$ cat src/rtl/hazard_ctrl.sv
// Hazard controller for the 5-stage pipeline: RAW stall, branch flush and operand forwarding select.
// Optional forwarding mode is enabled by defining the macro FWD_EN.
module hazard_ctrl #(
    parameter int unsigned RA_W       = 2,
    parameter int unsigned BR_PENALTY = 2,
    parameter int unsigned RF_BYPASS  = 1,
    parameter int unsigned CNT_W      = 16
) (
    input  logic             clk,
    input  logic             reset,
    input  logic             id_valid,
    input  logic [RA_W-1:0]  id_rs1,
    input  logic [RA_W-1:0]  id_rs2,
    input  logic             id_use1,
    input  logic             id_use2,
    input  logic [RA_W-1:0]  id_rd,
    input  logic             id_we,
    input  logic             id_is_load,
    input  logic             ex_br_taken,
    output logic             stall_pc,
    output logic             bubble_idex,
    output logic             flush_ifid,
    output logic [1:0]       fwd_a,
    output logic [1:0]       fwd_b,
    output logic [1:0]       state_o,
    output logic [CNT_W-1:0] stall_cnt
);

    typedef enum logic [1:0] {
        StRun   = 2'b00,
        StStall = 2'b01,
        StFlush = 2'b10
    } state_e;

    state_e state_q, state_d;
    logic [2:0] fcnt_q, fcnt_d;
    logic [CNT_W-1:0] cnt_q, cnt_d;

    logic            ex_v_q, mem_v_q, wb_v_q;
    logic [RA_W-1:0] ex_rd_q, mem_rd_q, wb_rd_q;
    logic            ex_ld_q, mem_ld_q, wb_ld_q;

    logic a_ex, a_mem, a_wb, b_ex, b_mem, b_wb;
    logic haz, br_flush;
    logic stall_int, bubble_int, flush_int;
    logic [1:0] fwd_a_int, fwd_b_int;

    logic unused_ld;
    assign unused_ld = ^{ex_ld_q, mem_ld_q, wb_ld_q};

    function automatic logic src_hit(input logic valid, input logic use_src,
                                     input logic [RA_W-1:0] src, input logic slot_v,
                                     input logic [RA_W-1:0] slot_rd);
        return valid & use_src & slot_v & (slot_rd == src);
    endfunction

    always_comb begin
        a_ex  = src_hit(id_valid, id_use1, id_rs1, ex_v_q, ex_rd_q);
        a_mem = src_hit(id_valid, id_use1, id_rs1, mem_v_q, mem_rd_q);
        a_wb  = src_hit(id_valid, id_use1, id_rs1, wb_v_q, wb_rd_q);
        b_ex  = src_hit(id_valid, id_use2, id_rs2, ex_v_q, ex_rd_q);
        b_mem = src_hit(id_valid, id_use2, id_rs2, mem_v_q, mem_rd_q);
        b_wb  = src_hit(id_valid, id_use2, id_rs2, wb_v_q, wb_rd_q);
    end

    assign br_flush = ex_br_taken & ex_v_q;

`ifdef FWD_EN
    // Only a load in EX cannot be forwarded in time.
    assign haz = (a_ex | b_ex) & ex_ld_q;

    always_comb begin
        fwd_a_int = 2'b00;
        fwd_b_int = 2'b00;
        if (!(haz || flush_int)) begin
            if (a_ex)       fwd_a_int = 2'b01;
            else if (a_mem) fwd_a_int = 2'b10;
            else if (a_wb)  fwd_a_int = 2'b11;
            if (b_ex)       fwd_b_int = 2'b01;
            else if (b_mem) fwd_b_int = 2'b10;
            else if (b_wb)  fwd_b_int = 2'b11;
        end
    end
`else
    logic wb_counts;
    assign wb_counts = (RF_BYPASS == 0);
    assign haz = a_ex | a_mem | (a_wb & wb_counts) | b_ex | b_mem | (b_wb & wb_counts);

    always_comb begin
        fwd_a_int = 2'b00;
        fwd_b_int = 2'b00;
    end
`endif

    always_comb begin
        flush_int  = br_flush | (state_q == StFlush);
        stall_int  = ~flush_int & haz;
        bubble_int = flush_int | stall_int;
    end

    always_comb begin
        state_d = state_q;
        fcnt_d  = fcnt_q;
        if (br_flush) begin
            fcnt_d  = 3'(BR_PENALTY - 1);
            state_d = (BR_PENALTY <= 1) ? StRun : StFlush;
        end else begin
            unique case (state_q)
                StRun, StStall: state_d = haz ? StStall : StRun;
                StFlush: begin
                    if (fcnt_q != 3'd0) fcnt_d = fcnt_q - 3'd1;
                    state_d = (fcnt_q <= 3'd1) ? StRun : StFlush;
                end
                default: state_d = StRun;
            endcase
        end
    end

    always_comb begin
        cnt_d = cnt_q;
        if ((stall_int || flush_int) && (cnt_q != {CNT_W{1'b1}})) cnt_d = cnt_q + CNT_W'(1);
    end

    always_ff @(posedge clk) begin
        if (!reset) begin
            state_q  <= StRun;
            fcnt_q   <= 3'd0;
            cnt_q    <= '0;
            ex_v_q   <= 1'b0;
            mem_v_q  <= 1'b0;
            wb_v_q   <= 1'b0;
            ex_rd_q  <= '0;
            mem_rd_q <= '0;
            wb_rd_q  <= '0;
            ex_ld_q  <= 1'b0;
            mem_ld_q <= 1'b0;
            wb_ld_q  <= 1'b0;
        end else begin
            state_q  <= state_d;
            fcnt_q   <= fcnt_d;
            cnt_q    <= cnt_d;
            wb_v_q   <= mem_v_q;
            wb_rd_q  <= mem_rd_q;
            wb_ld_q  <= mem_ld_q;
            mem_v_q  <= ex_v_q;
            mem_rd_q <= ex_rd_q;
            mem_ld_q <= ex_ld_q;
            ex_v_q   <= id_valid & id_we & ~bubble_int;
            ex_rd_q  <= id_rd;
            ex_ld_q  <= id_is_load;
        end
    end

    // Outputs are held at zero while reset is asserted, before the first clearing edge.
    always_comb begin
        stall_pc    = reset & stall_int;
        bubble_idex = reset & bubble_int;
        flush_ifid  = reset & flush_int;
        fwd_a       = reset ? fwd_a_int : 2'b00;
        fwd_b       = reset ? fwd_b_int : 2'b00;
        state_o     = reset ? state_q : StRun;
        stall_cnt   = reset ? cnt_q : '0;
    end

endmodule
$ cat config.mk
export PLATFORM = sky130hd
export DESIGN_NAME = hazard_ctrl
export DESIGN_NICKNAME = d
export VERILOG_FILES = /design/src/rtl/hazard_ctrl.sv
export SDC_FILE = /design/constraint.sdc
export NUM_CORES = 1
export LEC_CHECK = 0
export BUFFER_PORTS_ARGS = -buffer_cell sky130_fd_sc_hd__buf_2
export CORE_MARGIN = 5
export CORE_UTILIZATION = 50
export DETAILED_ROUTE_END_ITERATION = 10
export PLACE_DENSITY = 0.75
export SYNTH_ARGS = -nofsm -noshare
export SYNTH_HDL_FRONTEND = slang
export SYNTH_SLANG_ARGS = --single-unit
$ cat constraint.sdc
create_clock -name clk -period 3.3 [get_ports clk]
set_input_delay 0.66 -clock clk [delete_from_list [all_inputs] [get_ports clk]]
set_output_delay 0.66 -clock clk [all_outputs]
set_load 0.1 [all_outputs]
Yosys cells after proc, flatten, opt, wreduce, memory -nomap -nowiden:

Cells that the tools add are included.
W data, S select, Z words.

* add/sub/neg operators: 2
* $lt $le $gt $ge: 1
* eq/ne operators: 7
* multiplexer cells: 9
* bitwise operators: 25
* reduce and logical (&&, ||, !) cells: 10

Operators with widths (number)
* $and A1 B1 Y1: 17
* $add A16 B1 Y16 const B: 1
* $mux W16: 1
* $ne A16 B16 Y1 const B: 1
* $eq A2 B2 Y1: 4
* $mux W2: 3
* $or A1 B1 Y1: 5
* $mux W1: 4
* $pmux W2 S2: 1
* $reduce_and A2 Y1: 2
* $reduce_bool A2 Y1: 2
* $reduce_or A2 Y1: 2
* $le A3 B1 Y1 const B: 1
* $not A1 Y1: 3
* $reduce_bool A3 Y1: 1
* $sub A3 B1 Y3 const B: 1
* $eq A2 B1 Y1 const B: 1
* $eq A2 B2 Y1 const B: 1
* $logic_not A2 Y1: 1
* $logic_and A1 B1 Y1: 1
* $logic_or A1 B1 Y1: 1

* register bits: 27
* input port bits: 14
* output and inout port bits: 25
* word-level logic and storage cells: 63

Logic depth before layout (Yosys ltp):

Gate-level depths: netlist (run 1).

* depth in word-level cells: 10
* depth in mapped cells: 7
* mapped depth without buffers: 6

Least setup slack after synthesis (run 1):

OpenSTA, ideal clock, no wires.

* kind: input -> output
* start point: input id_rs1[1]
* end point: output bubble_idex
* data arrival time: 2.687 ns
* data required time: 2.640 ns
* path slack: -0.047 ns
* cell stages on the path: 6
* buffers on the path: 1
* cell sequence: xor2_1 > nor4_1 > or4_4 > nor3_4 > buf_2 > nor2_1

* longest elaborated chain between the ends: 8
* elaborated cells between the ends (all ways): 10
* those cells by class: eq/ne (2); bitwise (8)

Ends and longest elaborated chain
* start: declaration: RTL line 12 `input logic [RA_W-1:0] id_rs1,`
* $eq A2 B2 Y1: RTL line 54 `return valid & use_src & slot_v & (slot_rd == src);`
* $and A1 B1 Y1: RTL line 54
* $or A1 B1 Y1 (*) (3 in series): RTL line 87 `assign haz = a_ex | a_mem | (a_wb & wb_counts) | b_ex | b_mem | (b_wb & wb_counts);`
* $and A1 B1 Y1 (*): RTL line 97 `stall_int = ~flush_int & haz;`
* $or A1 B1 Y1 (*): RTL line 98 `bubble_int = flush_int | stall_int;`
* $and A1 B1 Y1 (*): RTL line 157 `bubble_idex = reset & bubble_int;`
* end: declaration: RTL line 21 `output logic bubble_idex,`

Every way passes the cells marked *; elsewhere a longest branch is shown, timed or not.

Final worst setup path (run 1):

* start point: input id_rs2[1]
* end point: output stall_pc

* longest elaborated chain between the ends: 6
* elaborated cells between the ends (all ways): 8
* those cells by class: eq/ne (2); bitwise (6)

Ends and longest elaborated chain
* start: declaration: RTL line 13 `input logic [RA_W-1:0] id_rs2,`
* $eq A2 B2 Y1: RTL line 54
* $and A1 B1 Y1: RTL line 54
* $or A1 B1 Y1: RTL line 87
* $or A1 B1 Y1 (*): RTL line 87
* $and A1 B1 Y1 (*): RTL line 97
* $and A1 B1 Y1 (*): RTL line 156 `stall_pc = reset & stall_int;`
* end: declaration: RTL line 20 `output logic stall_pc,`

Marks and branches as above.

==> impl_table.tex, run 1 <==
\begin{tabular}{lr}
\hline
Metric & Value \\
\hline
\multicolumn{2}{l}{\textbf{Yosys}} \\
Seq/Total Area, Yosys & 35.9\% \\
Leading area contributor after synthesis & dfxtp\_1 \\
Fraction of the mapped netlist area in simple logic gates & 37.8\% \\
Top cell types by occurrence after synthesis & dfxtp\_1, and2\_1, nor2\_1 \\
Number of enable flip-flop cells after synthesis & 0 \\
Distinct cell type count of the synthesized netlist & 42 \\
Post-synthesis async set-or-reset flop share & 0\% \\
Main combinational cell family by area after synthesis & simple AND/OR/NAND/NOR gates \\
Mean post-synth cell area & 8.23 um\^{}2 \\
Post-Synthesis Cell Area & 0.00151 mm\^{}2 \\
Synth warn & 0 \\
Total of flip-flops plus latches after synthesis & 27 \\
Cell with the most instances after synthesis & dfxtp\_1 \\
Adder and majority cell fraction of the synthesized area & 2.49\% \\
Area share of the largest cell type after synthesis & 35.9\% \\
Largest cells by area after synthesis & dfxtp\_1, and2\_1, nand3\_1 \\
Post-synth top flop & dfxtp\_1 \\
Proportion of synthesized area in mux cells & 5.23\% \\
Syn Inst Count & 183 \\
Xor/xnor cell area share of the yosys netlist & 3.49\% \\
Synth Area in Compound Gates & 9.30\% \\
\multicolumn{2}{l}{\textbf{Finish}} \\
\# nets final & 235 \\
Non-Filler Cell Area, Final & 0.00172 mm\^{}2 \\
Number of inserted diodes & 0 \\
Area grow syn2layout & 14.2\% \\
Layout cells sized above 1 & 23.0\% \\
\multicolumn{2}{l}{\textbf{Route}} \\
Vias/cell & 5.41 \\
Drt pass-1 iters & 5 \\
Via count & 1353 \\
Post-Route WL & 3060 um \\
Drt first-iter violations & 38 \\
Mean routed wirelength per cell & 12.3 um \\
Post-route antenna net violation count & 0 \\
Remaining routing DRC violations & 0 \\
\multicolumn{2}{l}{\textbf{Die}} \\
Core Box Area & 0.00298 mm\^{}2 \\
Die outline width & 64.9 um \\
Number of cell rows & 20 \\
Floorplan die height & 64.9 um \\
Initial Util & 50.6\% \\
DIE AREA & 0.00421 mm\^{}2 \\
I/O pin count & 39 \\
\multicolumn{2}{l}{\textbf{Placement}} \\
Quantity of I/O buffers inserted on ports & 33 \\
Detailed placer's ending HPWL & 2350 um \\
Cell area after placement & 0.00169 mm\^{}2 \\
Weighted congestion at the end of routability-driven global placement & 0.779 \\
\multicolumn{2}{l}{\textbf{Global route}} \\
Total congestion overflow & 0 \\
Pin count of the biggest net entering global routing & 16 \\
Number of global-route vias before repair & 1297 \\
Initial antenna violation count & 0 \\
First-pass GRT wire length & 5470 um \\
Global Route Usage Sum & 15.8\% \\
\multicolumn{2}{l}{\textbf{Clock tree}} \\
CTS Buf Count & 3 \\
Deepest clock path buffer count & 2 \\
Clock-pin slew on the worst setup and hold paths & 0.13 ns \\
TritonCTS clock tree & built \\
Number of levels in the clock H-tree & 1 \\
Clock latency on the worst-skew pair & 0.32 ns \\
CTS sink count & 27 \\
Post-CTS resize count & 0 \\
Setup bufs post-CTS & 0 \\
Clock tree root driver cell & clkbuf\_4 \\
Post-cts hold buffer count & 0 \\
\multicolumn{2}{l}{\textbf{Worst setup path}} \\
Kind of launch point of the worst setup path & primary input \\
Crit-path max cell delay & 0.58 ns \\
Worst Path Buf+Inv & 2 \\
Startpoint-to-endpoint class of the critical path & in -> out \\
Cell mode on critical path & buf\_2 \\
Gate family responsible for the most delay along the worst path & simple AND/OR/NAND/NOR gates \\
Data required time of the critical path & 2.64 ns \\
Element type at the critical path end & output port \\
Critical Path AT & 2.23 ns \\
Cell with the biggest individual delay on the critical path & or4\_4 \\
Cell chain of the critical path & buf\_2 > xor2\_1 > nor3\_1 > or4\_4 > o21bai\_1 > nor2b\_2 > buf\_2 \\
Crit path max fanout & 4 \\
\multicolumn{2}{l}{\textbf{STA}} \\
Fmax & 346 MHz \\
Layout Skew & 0.00732 ns \\
Hold Violations, Final & 0 \\
Crit share post-route & 87.7\% \\
Post-Route Setup TNS & 0 ns \\
Setup-failing EPs final & 0 \\
Slew Viols, Final & 0 \\
Unrepaired setup endpoints after global routing & false \\
Worst slew slack as a fraction of its limit & 51.2\% \\
Clock period minus worst slack & 2.89 ns \\
Transition time at the pin with the least slew margin & 0.727 ns \\
Hold slack & 0.446 ns \\
\multicolumn{2}{l}{\textbf{Pwr}} \\
Power per cell area & 318 mW/mm\^{}2 \\
Final total power & 547 uW \\
Leak & 0.721 nW \\
Worst ir drop on vdd & 0.169 mV \\
\multicolumn{2}{l}{\textbf{Outcome}} \\
Result of the run & complete, no violations \\
\multicolumn{2}{l}{\textbf{Min path}} \\
Class of the tightest hold or removal check & reg -> reg \\
\multicolumn{2}{l}{\textbf{Job}} \\
Max capacitance violation total & 0 \\
\hline
\end{tabular}
flip-flops by register name (all words and copies together), names as in the netlist:
name,flops
cnt_q,16
fcnt_q,3
ex_rd_q,2
mem_rd_q,2
state_q,2
ex_v_q,1
mem_v_q,1
per-layer routing:
layer / GRT usage [%] / wire length [um] / vias up
li1: - / - / 714
met1: 21.7 / 1530 / 605
met2: 25.9 / 1360 / 30
met3: 2.60 / 153 / 4
met4: 3.17 / 25 / 0
met5: 0 / 0 / -
layout make-up:
cell class / instances / area (um^2)
clock buffer: 4 / 26.3
inverter: 7 / 26.3
sequential: 27 / 541
tap: 33 / 41.3
fill: 288 / 1260
multi-input combinational: 143 / 898
timing repair buffer: 36 / 188
path summary, 6_finish.rpt:
path	depth (start not counted)	endpoint	start	slack [ns]
max	7	stall_pc	id_rs2[1]	0.41
min	1	state_q[0]$_SDFF_PP0_	state_q[1]$_SDFF_PN0_	0.45
max reg2reg	6	cnt_q[6]$_SDFFE_PN0P_	mem_rd_q[1]$_SDFF_PN0_	0.91
min reg2reg	1	state_q[0]$_SDFF_PP0_	state_q[1]$_SDFF_PN0_	0.45
power breakdown:
part           internal [mW]  switching (mW)
Sequential             0.331         0.00444
Combinational         0.0174          0.0544
Clock                 0.0473          0.0926
Total                  0.395           0.152
metrics by stage:
stage | setup slack [ns] | instances | util [%]
finish | 0.406 | 250 | 57.8
global route | 0.268 | 250 | 57.8
CTS | 0.388 | 250 | 57.8
detailed placement | 0.398 | 246 | 56.9
global placement | 0.440 | 246 | 56.9
floorplan | 0.305 | 186 | -
cell families after synthesis:
family,count (synthesis)
adder cells (fa/ha/maj),3
other,1
AND/OR/NAND/NOR,101
flip-flops,27
AO/OA/AOI/OAI,22
multiplexers,7
buffers and inverters,16
XOR/XNOR,6
worst reg2reg max path, cell delays in order (launching register included):
cell     delay (ns)
dfxtp_1        0.38
xor2_1         0.22
nor3_1         0.09
or4_4          0.58
or3_1          0.56
nand4_2        0.16
mux2_1         0.32
placed cells by master (no fill, tap or decap), drive strengths merged:
master   n
o41ai    1
dfxtp   27
mux2     7
o21ai    3
nor3    10
o31ai    2
and3     1
or3      3
xor2     4
o21bai   1
and2    23
or2      1
nand2   12
clkinv   1
nor4b    1
clkbuf   4
nand4    5
a211oi   2
nor4     5
a31oi    2
inv      6
nor2b    1
a311oi   1
xnor2    2
nand2b   1
nand3   15
buf     36
o311ai   1
or4      5
a21oi    8
conb     4
and4     1
a41oi    1
ha       3
nor2    17
No activity file was read; power rests on OpenSTA's default activity.
==> run 2, diff against run 1 <==
--- a/config.mk
+++ b/config.mk
@@ -9,7 +9,7 @@
 export CORE_MARGIN = 5
 export CORE_UTILIZATION = 50
 export DETAILED_ROUTE_END_ITERATION = 10
-export PLACE_DENSITY = 0.75
+export PLACE_DENSITY_LB_ADDON = 0.25
 export SYNTH_ARGS = -nofsm -noshare
 export SYNTH_HDL_FRONTEND = slang
 export SYNTH_SLANG_ARGS = --single-unit
==> impl_table.tex, run 2 (same netlist as run 1, synthesis figures left out) <==
\begin{tabular}{lr}
\hline
Metric & Value \\
\hline
\multicolumn{2}{l}{\textbf{Clock tree}} \\
Clock tree root driver cell & clkbuf\_4 \\
Deepest clock path buffer count & 2 \\
Post-CTS resize count & 0 \\
Clock latency on the worst-skew pair & 0.33 ns \\
Post-cts hold buffer count & 0 \\
Clock-pin slew on the worst setup and hold paths & 0.15 ns \\
TritonCTS clock tree & built \\
CTS sink count & 27 \\
Number of levels in the clock H-tree & 1 \\
CTS Buf Count & 3 \\
Setup bufs post-CTS & 0 \\
\multicolumn{2}{l}{\textbf{Die}} \\
Core Box Area & 0.00298 mm\^{}2 \\
I/O pin count & 39 \\
DIE AREA & 0.00421 mm\^{}2 \\
Initial Util & 50.6\% \\
Number of cell rows & 20 \\
Floorplan die height & 64.9 um \\
Die outline width & 64.9 um \\
\multicolumn{2}{l}{\textbf{Finish}} \\
Commonest non-fill, non-tap cell in the layout & buf\_2 \\
Number of filler instances in the final layout & 282 \\
Largest registers ranked by flip-flop count & cnt\_q: 16 flops, fcnt\_q: 3 flops \\
Area of the multi-input gates & 898 um\^{}2 \\
Register with the highest flop count & cnt\_q \\
\# nets final & 235 \\
Area taken by flip-flops and latches & 541 um\^{}2 \\
Layout Cells excl Fill & 250 \\
Layout cells sized above 1 & 23.5\% \\
Number of flip-flops under the largest register name & 16 \\
Number of inserted diodes & 0 \\
Area grow syn2layout & 14.3\% \\
Leading cell types in the layout, fill and taps excluded & buf\_2, dfxtp\_1, and2\_1, nor2\_1, nand3\_1 \\
\multicolumn{2}{l}{\textbf{Global route}} \\
Initial antenna violation count & 0 \\
Pin count of the biggest net entering global routing & 18 \\
First-pass GRT wire length & 5750 um \\
Global Route Usage Sum & 17.1\% \\
Total congestion overflow & 0 \\
Number of global-route vias before repair & 1302 \\
\multicolumn{2}{l}{\textbf{STA}} \\
Layout Skew & 0.00574 ns \\
Smallest setup slack after layout & 0.372 ns \\
Fmax & 342 MHz \\
Clock period minus worst slack & 2.93 ns \\
Worst slew slack as a fraction of its limit & 48.5\% \\
Slew Viols, Final & 0 \\
Setup-failing EPs final & 0 \\
Post-Route Setup TNS & 0 ns \\
Hold Violations, Final & 0 \\
Hold slack & 0.443 ns \\
Unrepaired setup endpoints after global routing & false \\
Transition time at the pin with the least slew margin & 0.766 ns \\
Crit share post-route & 88.7\% \\
\multicolumn{2}{l}{\textbf{Route}} \\
Drt pass-1 iters & 4 \\
Post-route antenna net violation count & 0 \\
Mean routed wirelength per cell & 13.7 um \\
Vias/cell & 5.70 \\
Post-Route WL & 3410 um \\
Remaining routing DRC violations & 0 \\
Via count & 1426 \\
Drt first-iter violations & 44 \\
\multicolumn{2}{l}{\textbf{Placement}} \\
Pre-CTS worst setup slack & 0.376 ns \\
Detailed placer's ending HPWL & 2610 um \\
Quantity of I/O buffers inserted on ports & 33 \\
Weighted congestion at the end of routability-driven global placement & 0.788 \\
Dpl cells & 246 \\
\multicolumn{2}{l}{\textbf{Pwr}} \\
Leak & 0.724 nW \\
Power per cell area & 324 mW/mm\^{}2 \\
Worst ir drop on vdd & 0.207 mV \\
\multicolumn{2}{l}{\textbf{Worst setup path}} \\
Slack of the worst reg-to-reg path & 0.91 ns \\
Startpoint-to-endpoint class of the critical path & in -> out \\
Data required time of the critical path & 2.64 ns \\
Crit path max fanout & 4 \\
Element type at the critical path end & output port \\
Kind of launch point of the worst setup path & primary input \\
Reg2reg path depth & 6 \\
Critical Path AT & 2.27 ns \\
\multicolumn{2}{l}{\textbf{Min path}} \\
Class of the tightest hold or removal check & reg -> reg \\
Worst hold stages & 1 \\
\multicolumn{2}{l}{\textbf{Job}} \\
Max capacitance violation total & 0 \\
\multicolumn{2}{l}{\textbf{Outcome}} \\
Result of the run & complete, no violations \\
\hline
\end{tabular}
==> run 2: changes by cell type in the layout (fill, tap and decap cells not counted), sizes merged <==
cell,previous run,this run
clkbuf,4,3
clkinv,1,2
==> run 2: layer usage <==
metal  vias up  wire [um]  global-route usage [%]
met5         -          0                       0
li1        716          -                       -
met2        40       1650                    29.6
met4         0         44                    6.33
met3         5        186                    3.29
met1       665       1530                    20.8
==> run 2: worst paths after layout <==
check | start | end
worst min-delay path | state_q[1]$_SDFF_PN0_ | state_q[0]$_SDFF_PP0_
worst min register to register | state_q[1]$_SDFF_PN0_ | state_q[0]$_SDFF_PP0_
worst max register to register | mem_rd_q[1]$_SDFF_PN0_ | cnt_q[6]$_SDFFE_PN0P_
worst max-delay path | id_rs2[1] | stall_pc
==> run 2: layout make-up <==
class | instances | share of cell area (%)
multi-input combinational | 143 | 52.2
sequential | 27 | 31.4
timing repair buffer | 36 | 10.9
tap | 33 | 2.40
inverter | 7 | 1.53
clock buffer | 3 | 1.31
clock inverter | 1 | 0.291
==> run 2: report_power, final <==
part / internal [mW] / total [mW] / leakage (nW) / switching, mW
Sequential: 0.331 / 0.335 / 0.219 / 0.00459
Combinational: 0.0174 / 0.0731 / 0.488 / 0.0557
Clock: 0.0456 / 0.150 / 0.0177 / 0.104
Total: 0.394 / 0.558 / 0.724 / 0.164
==> run 2: worst max-delay path, cell delays in order <==
cell	delay [ns]
buf_2	0.10
xor2_1	0.21
nor3_1	0.09
or4_4	0.58
o21bai_1	0.25
nor2b_2	0.07
buf_2	0.29
==> run 2: through the flow <==
step                power, mW  area [um^2]  utilization, %
floorplan               0.399         1520               -
global placement        0.413         1690            56.9
detailed placement      0.415         1690            56.9
CTS                     0.565         1720            57.8
global route            0.586         1720            57.8
finish                  0.558         1720            57.8
